### config.mk
export PLATFORM = sky130hd
export DESIGN_NAME = wb_burst_reader
export DESIGN_NICKNAME = d
export VERILOG_FILES = /design/src/rtl/wb_burst_reader.sv
export SDC_FILE = /design/constraint.sdc
export NUM_CORES = 1
export LEC_CHECK = 0
export CAP_MARGIN = 20
export CORE_UTILIZATION = 30
export CTS_CLUSTER_DIAMETER = 200
export DETAILED_ROUTE_END_ITERATION = 16
export SYNTH_ARGS = -nofsm -noshare
export SYNTH_HDL_FRONTEND = slang
export SYNTH_SLANG_ARGS = --single-unit
### constraint.sdc
create_clock -name clk -period 6.2 [get_ports clk]
set_input_delay 0.62 -clock clk [delete_from_list [all_inputs] [get_ports clk]]
set_output_delay 0.62 -clock clk [all_outputs]
set_load 0.005 [all_outputs]
### src/rtl/wb_burst_reader.sv
// Wishbone classic burst reader: fetches a run of words from a slave
// and streams them to a consumer through an internal FWFT FIFO.
module wb_burst_reader #(
  parameter int FIFO_DEPTH = 16,
  parameter int LEN_WIDTH  = 16
) (
  input  logic                 clk,
  input  logic                 rst,
  input  logic                 start,
  input  logic [31:0]          base_adr,
  input  logic [LEN_WIDTH-1:0] len,
  output logic                 busy,
  output logic                 done,
  output logic [31:0]          wb_adr,
  output logic [31:0]          wb_dat_ms,
  input  logic [31:0]          wb_dat_sm,
  output logic                 wb_we,
  output logic [3:0]           wb_sel,
  output logic                 wb_stb,
  output logic                 wb_cyc,
  input  logic                 wb_ack,
  output logic [31:0]          out_data,
  output logic                 out_valid,
  input  logic                 out_ready
);

  localparam int AW = $clog2(FIFO_DEPTH);
  localparam int CW = AW + 1;

  typedef enum logic [1:0] {
    IDLE,
    RUN,
    FINISH
  } state_t;

  state_t               state;
  logic [31:0]          adr;
  logic [LEN_WIDTH-1:0] remaining;

  logic [31:0]   mem [FIFO_DEPTH];
  logic [AW-1:0] wr_ptr;
  logic [AW-1:0] rd_ptr;
  logic [CW-1:0] count;
  logic          push;
  logic          pop;

  // Strobe only while room remains; count cannot grow while a
  // request is outstanding, so stb stays up until its ack.
  assign wb_stb    = (state == RUN) && (count < CW'(FIFO_DEPTH));
  assign wb_cyc    = wb_stb;
  assign wb_adr    = adr;
  assign wb_dat_ms = '0;
  assign wb_we     = 1'b0;
  assign wb_sel    = 4'b1111;

  assign push      = wb_stb && wb_ack;
  assign out_valid = (count != '0);
  assign pop       = out_valid && out_ready;
  assign out_data  = out_valid ? mem[rd_ptr] : '0;

  // Run control: accept commands, step address, flag completion.
  always_ff @(posedge clk or posedge rst) begin
    if (rst) begin
      state     <= IDLE;
      busy      <= 1'b0;
      done      <= 1'b0;
      adr       <= '0;
      remaining <= '0;
    end else begin
      done <= 1'b0;
      unique case (state)
        IDLE: begin
          if (start) begin
            if (len != '0) begin
              state     <= RUN;
              busy      <= 1'b1;
              adr       <= base_adr & ~32'd3;
              remaining <= len;
            end else begin
              state <= FINISH;
              done  <= 1'b1;
            end
          end
        end
        RUN: begin
          if (push) begin
            if (remaining == LEN_WIDTH'(1)) begin
              state <= FINISH;
              busy  <= 1'b0;
              done  <= 1'b1;
            end else begin
              adr       <= adr + 32'd4;
              remaining <= remaining - LEN_WIDTH'(1);
            end
          end
        end
        FINISH: state <= IDLE;
        default: state <= IDLE;
      endcase
    end
  end

  // FIFO storage; contents need no reset since out_data is gated.
  always_ff @(posedge clk) begin
    if (push) mem[wr_ptr] <= wb_dat_sm;
  end

  // FIFO pointers and occupancy.
  always_ff @(posedge clk or posedge rst) begin
    if (rst) begin
      wr_ptr <= '0;
      rd_ptr <= '0;
      count  <= '0;
    end else begin
      if (push) wr_ptr <= wr_ptr + AW'(1);
      if (pop)  rd_ptr <= rd_ptr + AW'(1);
      unique case ({push, pop})
        2'b10:   count <= count + CW'(1);
        2'b01:   count <= count - CW'(1);
        default: count <= count;
      endcase
    end
  end

endmodule

==> results of run 1 <==
[cell families (layout without fill, tap and decap cells)]
family / after synthesis / after routing / share of synthesized area
AOI/OAI and AO/OA: 158 / 158 / 0.04438
xor gates and xnor gates: 12 / 12 / 0.004417
adders and majority gates: 11 / 11 / 0.005784
buffers and inverters: 130 / 296 / 0.03134
DFF: 575 / 575 / 0.7123
muxes: 162 / 162 / 0.1524
other: 2 / 39 / 0.0003156
and+or+nand+nor: 214 / 214 / 0.04906
[flip-flops by register name (all words and copies together), names as in the netlist]
name and flops:
state 2, count 5, done 1, wr_ptr 4, rd_ptr 4, mem 512
busy 1, wb_adr 30, remaining 16
[worst paths after layout]
check	start	end	slack, ps
setup / recovery	rd_ptr[0]	out_data[19]	1700
hold / removal	busy	busy	510
setup reg to reg	state[1]	mem[12][18]	2750
hold reg to reg	busy	busy	510
max in group asynchronous	rst	rd_ptr[1]	4960
min in group asynchronous	rst	wb_adr[10]	580
[cell type report]
class,count,area (µm²),area share
clock buffers,74,1533,0.05436
clock inverters,26,237.7,0.008431
inverters,11,41.29,0.001464
multi-input cells,596,6337,0.2247
flip-flops and latches,575,16960,0.6015
well taps,1040,1301,0.04615
repair buffers,185,1787,0.06336
[power by group through the flow]
stage	clock (mW)	combinational [mW]	sequential (mW)
6_report	3.30	3.76	5.17
5_1_grt	3.54	4.07	5.24
4_1_cts	3.38	3.84	5.18
3_5_place_dp	0	3.82	5.25
3_3_place_gp	0	3.80	5.23
2_1_floorplan	0	2.60	4.91
[per-layer routing]
layer / routed length [µm] / track usage / up-vias / part of all wire
met5: 46 / 0 / - / 0.00082
met1: 24060 / 0.1883 / 6607 / 0.43
met4: 757 / 0.02662 / 8 / 0.014
met2: 27030 / 0.2275 / 486 / 0.48
met3: 4080 / 0.03368 / 71 / 0.073
li1: - / - / 5441 / -
[cell usage in the layout, fill, tap and decap left out, types with 4 or more instances in the layout]
master	count
a211oi_1	4
a21oi_1	25
a22o_1	4
a22oi_1	4
a2bb2oi_1	6
a31oi_1	33
a41oi_1	4
and2_1	38
and3_1	8
and3_2	4
and4_1	6
buf_4	34
clkbuf_1	15
clkbuf_16	59
clkdlybuf4s50_1	149
clkinv_1	10
clkinv_2	8
conb_1	39
dfrtp_1	59
edfxtp_1	512
ha_1	11
inv_1	10
mux4_2	160
nand2_1	44
nand3_1	14
nand4_1	10
nor2_1	25
nor2_4	5
nor3_1	19
nor3_2	4
nor3b_1	4
nor4_1	11
nor4_2	4
o21ai_0	22
o21ai_1	4
o22a_1	11
o22ai_1	12
o31ai_1	7
xnor2_1	7
xor2_1	5
[stage by stage]
step           area, µm²    util
2_1_floorplan      23940       -
3_3_place_gp       26430  0.3389
3_5_place_dp       26430  0.3389
4_1_cts            28200  0.3616
5_1_grt            28200  0.3616
6_report           28200  0.3616
==> flow_metrics.py, run 1 <==
metrics = {
    "outcome": {
        "status": "complete, no violations",
    },
    "global_route": {
        "grt_max_degree": 78,
        "grt_pass1_vias": 12970,
        "antenna_found_initial": 5,
        "grt_pass1_wl_um": 84150,
        "grt_overflow": 0,
        "grtUsageTotal": 0.1390,
    },
    "critical_path": {
        "critPathLaunchType": "register",
        "crit_family": "multiplexers",
        "cp-end-kind": "output port",
        "cp_num_buf_inv": 2,
        "crit_cells": 5,
        "worstPathArrival_ps": 3880,
        "critPathRequiredTime_ps": 5580,
        "r2r_cells": 5,
        "worstPathMaxFanout": 41,
        "critical_path.max_stage_delay_ps": 970,
        "worstPathCellList": "buf_4 -> mux4_2 -> mux4_2 -> and2_1 -> clkdlybuf4s50_1",
        "critical_path_class": "reg2out",
        "crit_top_cell": "mux4_2",
        "crit_path_top_delay_cell": "dfrtp_4",
    },
    "synthesis": {
        "yosysMostFrequentCell": "edfxtp_1",
        "syn_avg_cell_area_um2": 18.83,
        "synth_seq_area_share": 0.7123,
        "synth.largest_area_cell": "edfxtp_1",
        "yosysWarnings": 0,
        "ys_types": 59,
        "yosys_most_used_dff": "edfxtp_1",
        "yosys.area.top_type_share": 0.6461,
        "synth-edff-count": 512,
        "syn_area_um2": 23800,
        "synthTopCellsByCount": "512 x edfxtp_1, 160 x mux4_2, 63 x dfrtp_1, 45 x nand2_1, 43 x clkbuf_1",
        "yosys_register_bits": 575,
        "synth_cells": 1264,
        "synthTopCellsByArea": "edfxtp_1 65%, mux4_2 15%, dfrtp_1 6.6%",
        "async_flop_share": 0.1096,
    },
    "timing": {
        "period_needed_ps": 4501,
        "fin_tns_setup_ps": 0,
        "hold_viol": 0,
        "holdWs_ps": 508.2,
        "finalCritPeriodShare": 0.7260,
        "setup_viol": 0,
        "finalMaxSlewViolations": 0,
        "finClkSkew_ps": 17.66,
        "timing.final.ws_setup_ps": 1699,
        "fmax_ghz": 0.2222,
        "worstMarginPinSlew_ps": 1083,
        "rsz0062_at_grt": "no",
        "slew_headroom": 0.2775,
    },
    "min_path": {
        "hold_class": "reg2reg",
        "hold_depth": 1,
    },
    "route": {
        "routed_wl_um": 55970,
        "drc_errors": 0,
        "drtIter0Drc": 1296,
        "route.vias.total": 12613,
        "firstDrtPassIters": 5,
        "via_per_inst": 5.031,
        "postRouteAntennaNets": 0,
        "wl_per_cell_um": 22.33,
    },
    "floorplanning": {
        "rows": 102,
        "core_um2": 77980,
        "ios": 191,
        "die_area_um2": 80450,
        "initial_utilization": 0.3052,
        "die_x_um": 283.6,
        "die_h_um": 283.6,
    },
    "cts": {
        "cts.sinks": 575,
        "clk_path_buf_depth": 3,
        "root_buffer": "clkbuf_16",
        "clk_latency_ps": 620,
        "clkTransAtPathRegs_ps": 60,
        "cts_tree": "done",
        "hold_buffers": 0,
        "cts_buffers": 59,
        "cts_setup_buffers": 0,
        "htreeDepth": 2,
        "cts_resized": 0,
    },
    "placement": {
        "hpwl_um": 31890,
        "io_buffers": 149,
        "gp_congestion": 0.8327,
        "pre_cts_ws_ps": 2251,
        "place_inst": 2407,
    },
    "power_and_ir_drop": {
        "internal_power_mw": 8.625,
        "seq_power_share": 0.423,
        "totalPowerFinal_mw": 12.23,
        "switching_power_mw": 3.609,
        "ir_worst_vdd_mv": 0.2484,
        "share_comb_of_total_power": 0.308,
        "p_per_area_nw_per_um2": 433.9,
        "leakagePower_nw": 9.007,
        "power.share.switching": 0.2950,
        "p_clk_frac": 0.270,
    },
    "layout": {
        "layout-drive-gt1-share": 0.2093,
        "final_cells": 2507,
        "final_nets": 1524,
        "area_growth_pct": 18.50,
        "fillerInstances": 7195,
        "diodes": 0,
    },
    "job": {
        "drv_cap": 0,
    },
}
(Power assumes the default switching activity.)
==> run 2, diff against run 1 <==
==> constraint.sdc (replaced) <==
create_clock -name clk -period 4 [get_ports clk]
set_input_delay 0.4 -clock clk [delete_from_list [all_inputs] [get_ports clk]]
set_output_delay 0.4 -clock clk [all_outputs]
set_load 0.005 [all_outputs]
==> flow_metrics.py, run 2 (synthesized netlist as in run 1, its figures left out) <==
metrics = {
    "min_path": {
        "hold_class": "in2async",
    },
    "critical_path": {
        "cp_num_buf_inv": 2,
        "critical_path_class": "reg2out",
        "worstPathArrival_ps": 3390,
        "worstPathMaxFanout": 38,
        "crit_family": "multiplexers",
        "critPathRequiredTime_ps": 3600,
        "crit_top_cell": "mux4_2",
        "crit_path_top_delay_cell": "dfrtp_4",
        "worstPathCellList": "buf_12 -> mux4_2 -> mux4_2 -> and2_1 -> clkdlybuf4s50_1",
        "critical_path.max_stage_delay_ps": 680,
        "cp-end-kind": "output port",
        "critPathLaunchType": "register",
    },
    "placement": {
        "gp_congestion": 0.8383,
        "io_buffers": 149,
        "place_inst": 2422,
        "hpwl_um": 32610,
    },
    "power_and_ir_drop": {
        "power.share.switching": 0.2956,
        "switching_power_mw": 5.674,
        "share_comb_of_total_power": 0.320,
        "ir_worst_vdd_mv": 0.4173,
        "seq_power_share": 0.409,
        "leakagePower_nw": 9.165,
        "p_clk_frac": 0.271,
        "p_per_area_nw_per_um2": 672.9,
        "internal_power_mw": 13.52,
    },
    "cts": {
        "cts_resized": 0,
        "cts_tree": "done",
        "clkTransAtPathRegs_ps": 60,
        "htreeDepth": 2,
        "root_buffer": "clkbuf_16",
        "cts_buffers": 57,
        "cts_setup_buffers": 0,
        "hold_buffers": 0,
        "clk_latency_ps": 630,
        "cts.sinks": 575,
        "clk_path_buf_depth": 3,
    },
    "global_route": {
        "top_usage_layer": "met2",
        "grt_max_degree": 50,
        "grt_pass1_wl_um": 85290,
        "grt_overflow": 0,
        "use_met3": 0.03103,
        "antenna_found_initial": 1,
        "grtUsageMet2": 0.2303,
        "use_met1": 0.1898,
        "grt_pass1_vias": 12946,
        "grtUsageTotal": 0.1401,
    },
    "floorplanning": {
        "die_x_um": 283.6,
        "ios": 191,
        "die_area_um2": 80450,
        "rows": 102,
        "initial_utilization": 0.3052,
        "die_h_um": 283.6,
        "core_um2": 77980,
    },
    "timing": {
        "setup_viol": 0,
        "finClkSkew_ps": 21.40,
        "period_needed_ps": 3791,
        "finalMaxSlewViolations": 0,
        "fin_tns_setup_ps": 0,
        "worstMarginPinSlew_ps": 1021,
        "fmax_ghz": 0.2638,
        "finalCritPeriodShare": 0.9476,
        "slew_headroom": 0.3192,
        "rsz0062_at_grt": "no",
        "hold_viol": 0,
        "holdWs_ps": 219.6,
    },
    "layout": {
        "layout_commonest_cell": "edfxtp_1",
        "final_cell_mix": "512 x edfxtp_1, 160 x mux4_2, 149 x clkdlybuf4s50_1, 59 x dfrtp_1, 58 x clkbuf_16",
        "largest_register_ffs": 512,
        "final_cells": 2529,
        "area_growth_pct": 19.86,
        "layout-drive-gt1-share": 0.2203,
        "regMostFlops": "mem",
        "diodes": 0,
        "final_nets": 1537,
    },
    "route": {
        "drtIter0Drc": 1061,
        "routed_wl_um": 56510,
        "via_per_inst": 5.009,
        "route.vias.total": 12669,
        "postRouteAntennaNets": 0,
        "wl_per_cell_um": 22.34,
        "drc_errors": 0,
        "firstDrtPassIters": 5,
    },
    "job": {
        "drv_cap": 0,
    },
    "outcome": {
        "status": "complete, no violations",
    },
}
-- run 2: changes by cell type in the layout (fill, tap and decap cells not counted) --
cell / delta
buf_12: +13
clkinv_2: +6
clkbuf_8: +3
buf_4: +2
clkbuf_16: -1
clkinv_16: +1
clkinv_8: -1
clkinvlp_4: -1
nor2_1: +1
nor2_2: -1
-- run 2: worst paths after layout --
check	startpoint	endpoint	slack, ps	depth (start not counted)
max	rd_ptr[0]	out_data[18]	210	5
min	rst	wb_adr[31]	220	2
max reg2reg	state[1]	count[4]	870	11
min reg2reg	busy	busy	520	1
max in group asynchronous	rst	remaining[9]	2800	3
min in group clk	base_adr[5]	wb_adr[5]	360	3
-- run 2: per-stage QoR --
| stage | util | instance area [µm²] | setup WS (ps) | power [mW] |
|---|---|---|---|---|
| 5_1_grt | 0.3658 | 28520 | 35.11 | 20.17 |
| 6_report | 0.3658 | 28520 | 209.5 | 19.19 |
| 4_1_cts | 0.3658 | 28520 | 85.54 | 19.49 |
| 3_3_place_gp | 0.3424 | 26700 | 722.4 | 14.16 |
| 2_1_floorplan | - | 23940 | -795.3 | 11.64 |
| 3_5_place_dp | 0.3424 | 26700 | 739.1 | 14.24 |
-- run 2: metal layers --
metal	vias to the layer above	part of all wire	wire, µm
met5	-	0.00023	13
met4	2	0.013	761
li1	5481	-	-
met3	60	0.062	3521
met2	431	0.49	27650
met1	6695	0.43	24560
-- run 2: power by group through the flow --
stage / combinational, mW / clock (mW) / sequential, mW
2_1_floorplan: 4.03 / 0 / 7.61
3_3_place_gp: 6.23 / 0 / 7.93
3_5_place_dp: 6.28 / 0 / 7.97
4_1_cts: 6.31 / 5.33 / 7.85
5_1_grt: 6.67 / 5.55 / 7.94
6_report: 6.15 / 5.19 / 7.85
-- run 2: worst register-to-register path, stage by stage (launching register included) --
cell	delay [ps]
dfrtp_1	450
nor3b_1	430
and2_1	510
inv_1	280
ha_1	390
xor2_1	190
ha_1	220
nand2_1	70
nor2_1	40
o21ai_0	150
a31oi_1	120
xor2_1	160
-- run 2: cell type report --
type                            instances  area (µm²)
Clock inverter                         31       274.0
Multi-Input combinational cell        596        6335
Clock buffer                           76        1549
Tap cell                             1040        1301
Fill cell                            7168       49450
Timing Repair Buffer                  200        2062
Inverter                               11       41.29
Sequential cell                       575       16960
==> run 3, diff against run 2 <==
--- a/config.mk
+++ b/config.mk
@@ -6,9 +6,12 @@
 export NUM_CORES = 1
 export LEC_CHECK = 0
 export CAP_MARGIN = 20
+export CORE_MARGIN = 8
 export CORE_UTILIZATION = 30
 export CTS_CLUSTER_DIAMETER = 200
 export DETAILED_ROUTE_END_ITERATION = 16
+export RECOVER_POWER = 25
+export SETUP_SLACK_MARGIN = 0.02
 export SYNTH_ARGS = -nofsm -noshare
 export SYNTH_HDL_FRONTEND = slang
 export SYNTH_SLANG_ARGS = --single-unit
==> flow_metrics.py, run 3 (synthesized netlist as in run 1, its figures left out) <==
metrics = {
    "job": {
        "drv_cap": 0,
    },
    "critical_path": {
        "worstPathArrival_ps": 3360,
        "crit_start": "rd_ptr[0]",
        "r2r-start": "state[1]",
        "critical_path_class": "reg2out",
        "critPathLaunchType": "register",
        "critPathRequiredTime_ps": 3600,
        "cp-end-kind": "output port",
        "worstPathMaxFanout": 18,
    },
    "timing": {
        "finalMaxSlewViolations": 0,
        "fmax_ghz": 0.2660,
        "slew_headroom": 0.3160,
        "worstMarginPinSlew_ps": 1024,
        "period_needed_ps": 3759,
        "setup_viol": 0,
        "finClkSkew_ps": 37.02,
        "finalCritPeriodShare": 0.9398,
        "holdWs_ps": 315.0,
        "timing.final.ws_setup_ps": 240.8,
        "rsz0062_at_grt": "no",
        "hold_viol": 0,
        "fin_tns_setup_ps": 0,
    },
    "route": {
        "firstDrtPassIters": 5,
        "postRouteAntennaNets": 0,
        "routed_wl_um": 57440,
        "via_per_inst": 5.015,
        "drc_errors": 0,
        "route.vias.total": 12782,
        "drtIter0Drc": 1229,
        "wl_per_cell_um": 22.53,
    },
    "cts": {
        "clk_path_buf_depth": 3,
        "cts_tree": "done",
        "cts_resized": 0,
        "root_buffer": "clkbuf_16",
        "cts_buffers": 60,
        "cts_setup_buffers": 0,
        "htreeDepth": 2,
        "clkTransAtPathRegs_ps": 60,
        "hold_buffers": 0,
        "cts.sinks": 575,
        "clk_latency_ps": 640,
    },
    "power_and_ir_drop": {
        "ir_worst_vdd_mv": 0.4006,
        "p_per_area_nw_per_um2": 680.2,
        "leakagePower_nw": 9.200,
    },
    "placement": {
        "io_buffers": 149,
        "place_inst": 2434,
        "gp_congestion": 0.8586,
        "hpwl_um": 33560,
        "pre_cts_ws_ps": 804.7,
    },
    "layout": {
        "layout_commonest_cell": "edfxtp_1",
        "area_growth_pct": 20.15,
        "final_nets": 1542,
        "regMostFlops": "mem",
        "final_util": 0.3631,
        "layout-drive-gt1-share": 0.2231,
        "largest_register_ffs": 512,
        "final_cells": 2549,
        "final_cell_mix": "512 x edfxtp_1, 160 x mux4_2, 129 x clkdlybuf4s50_1, 60 x clkbuf_16, 59 x dfrtp_1",
    },
    "global_route": {
        "antenna_found_initial": 11,
        "grt_pass1_wl_um": 87170,
        "grt_overflow": 0,
        "grt_max_degree": 51,
        "grt_pass1_vias": 13537,
        "grtUsageTotal": 0.1276,
    },
    "floorplanning": {
        "core_um2": 78740,
        "die_x_um": 297.6,
        "rows": 103,
        "die_area_um2": 88590,
        "ios": 191,
        "die_h_um": 297.6,
        "initial_utilization": 0.3022,
    },
    "min_path": {
        "hold_class": "in2async",
    },
    "outcome": {
        "status": "complete, no violations",
    },
}
## run 3: worst paths after layout
| kind | endpoint | slack (ps) | depth (start not counted) |
|---|---|---|---|
| hold reg to reg | busy | 510 | 1 |
| min in group clk | wb_adr[3] | 370 | 3 |
| setup / recovery | out_data[30] | 240 | 6 |
| max in group asynchronous | remaining[7] | 2780 | 3 |
| hold / removal | wb_adr[6] | 320 | 2 |
| setup reg to reg | count[4] | 1000 | 11 |
## run 3: where the power goes
part           leakage (nW)  internal [mW]  switching (mW)
combinational          2.92           3.43            2.85
sequential             5.34           7.17           0.596
clock                 0.939           3.08            2.33
total                  9.20           13.7            5.77
## run 3: stage by stage
stage	power, mW	cell area [µm²]
global placement	14.22	26650
finish	19.45	28590
global route	20.45	28590
detailed placement	14.29	26650
floorplan	11.64	23940
CTS	19.76	28590
## run 3: layout make-up
class	instances	area, µm²
Tap cell	1050	1314
Multi-Input combinational cell	596	6335
Fill cell	7251	50150
Clock buffer	67	1528
Timing Repair Buffer	202	2002
Inverter	11	41.29
Antenna cell	2	5.005
Sequential cell	575	16960
Clock inverter	46	406.6
## run 3: routing by layer
metal / wire [µm] / track usage
met4: 865 / 0.02499
met5: 55 / 0
met2: 27540 / 0.2064
met1: 24270 / 0.1707
met3: 4711 / 0.03746
## run 3: critical path, stage by stage (launching register included)
cell and delay, ps:
dfrtp_4 540, buf_12 220, buf_4 240, mux4_2 540, mux4_2 470, and2_1 210
clkdlybuf4s50_1 500
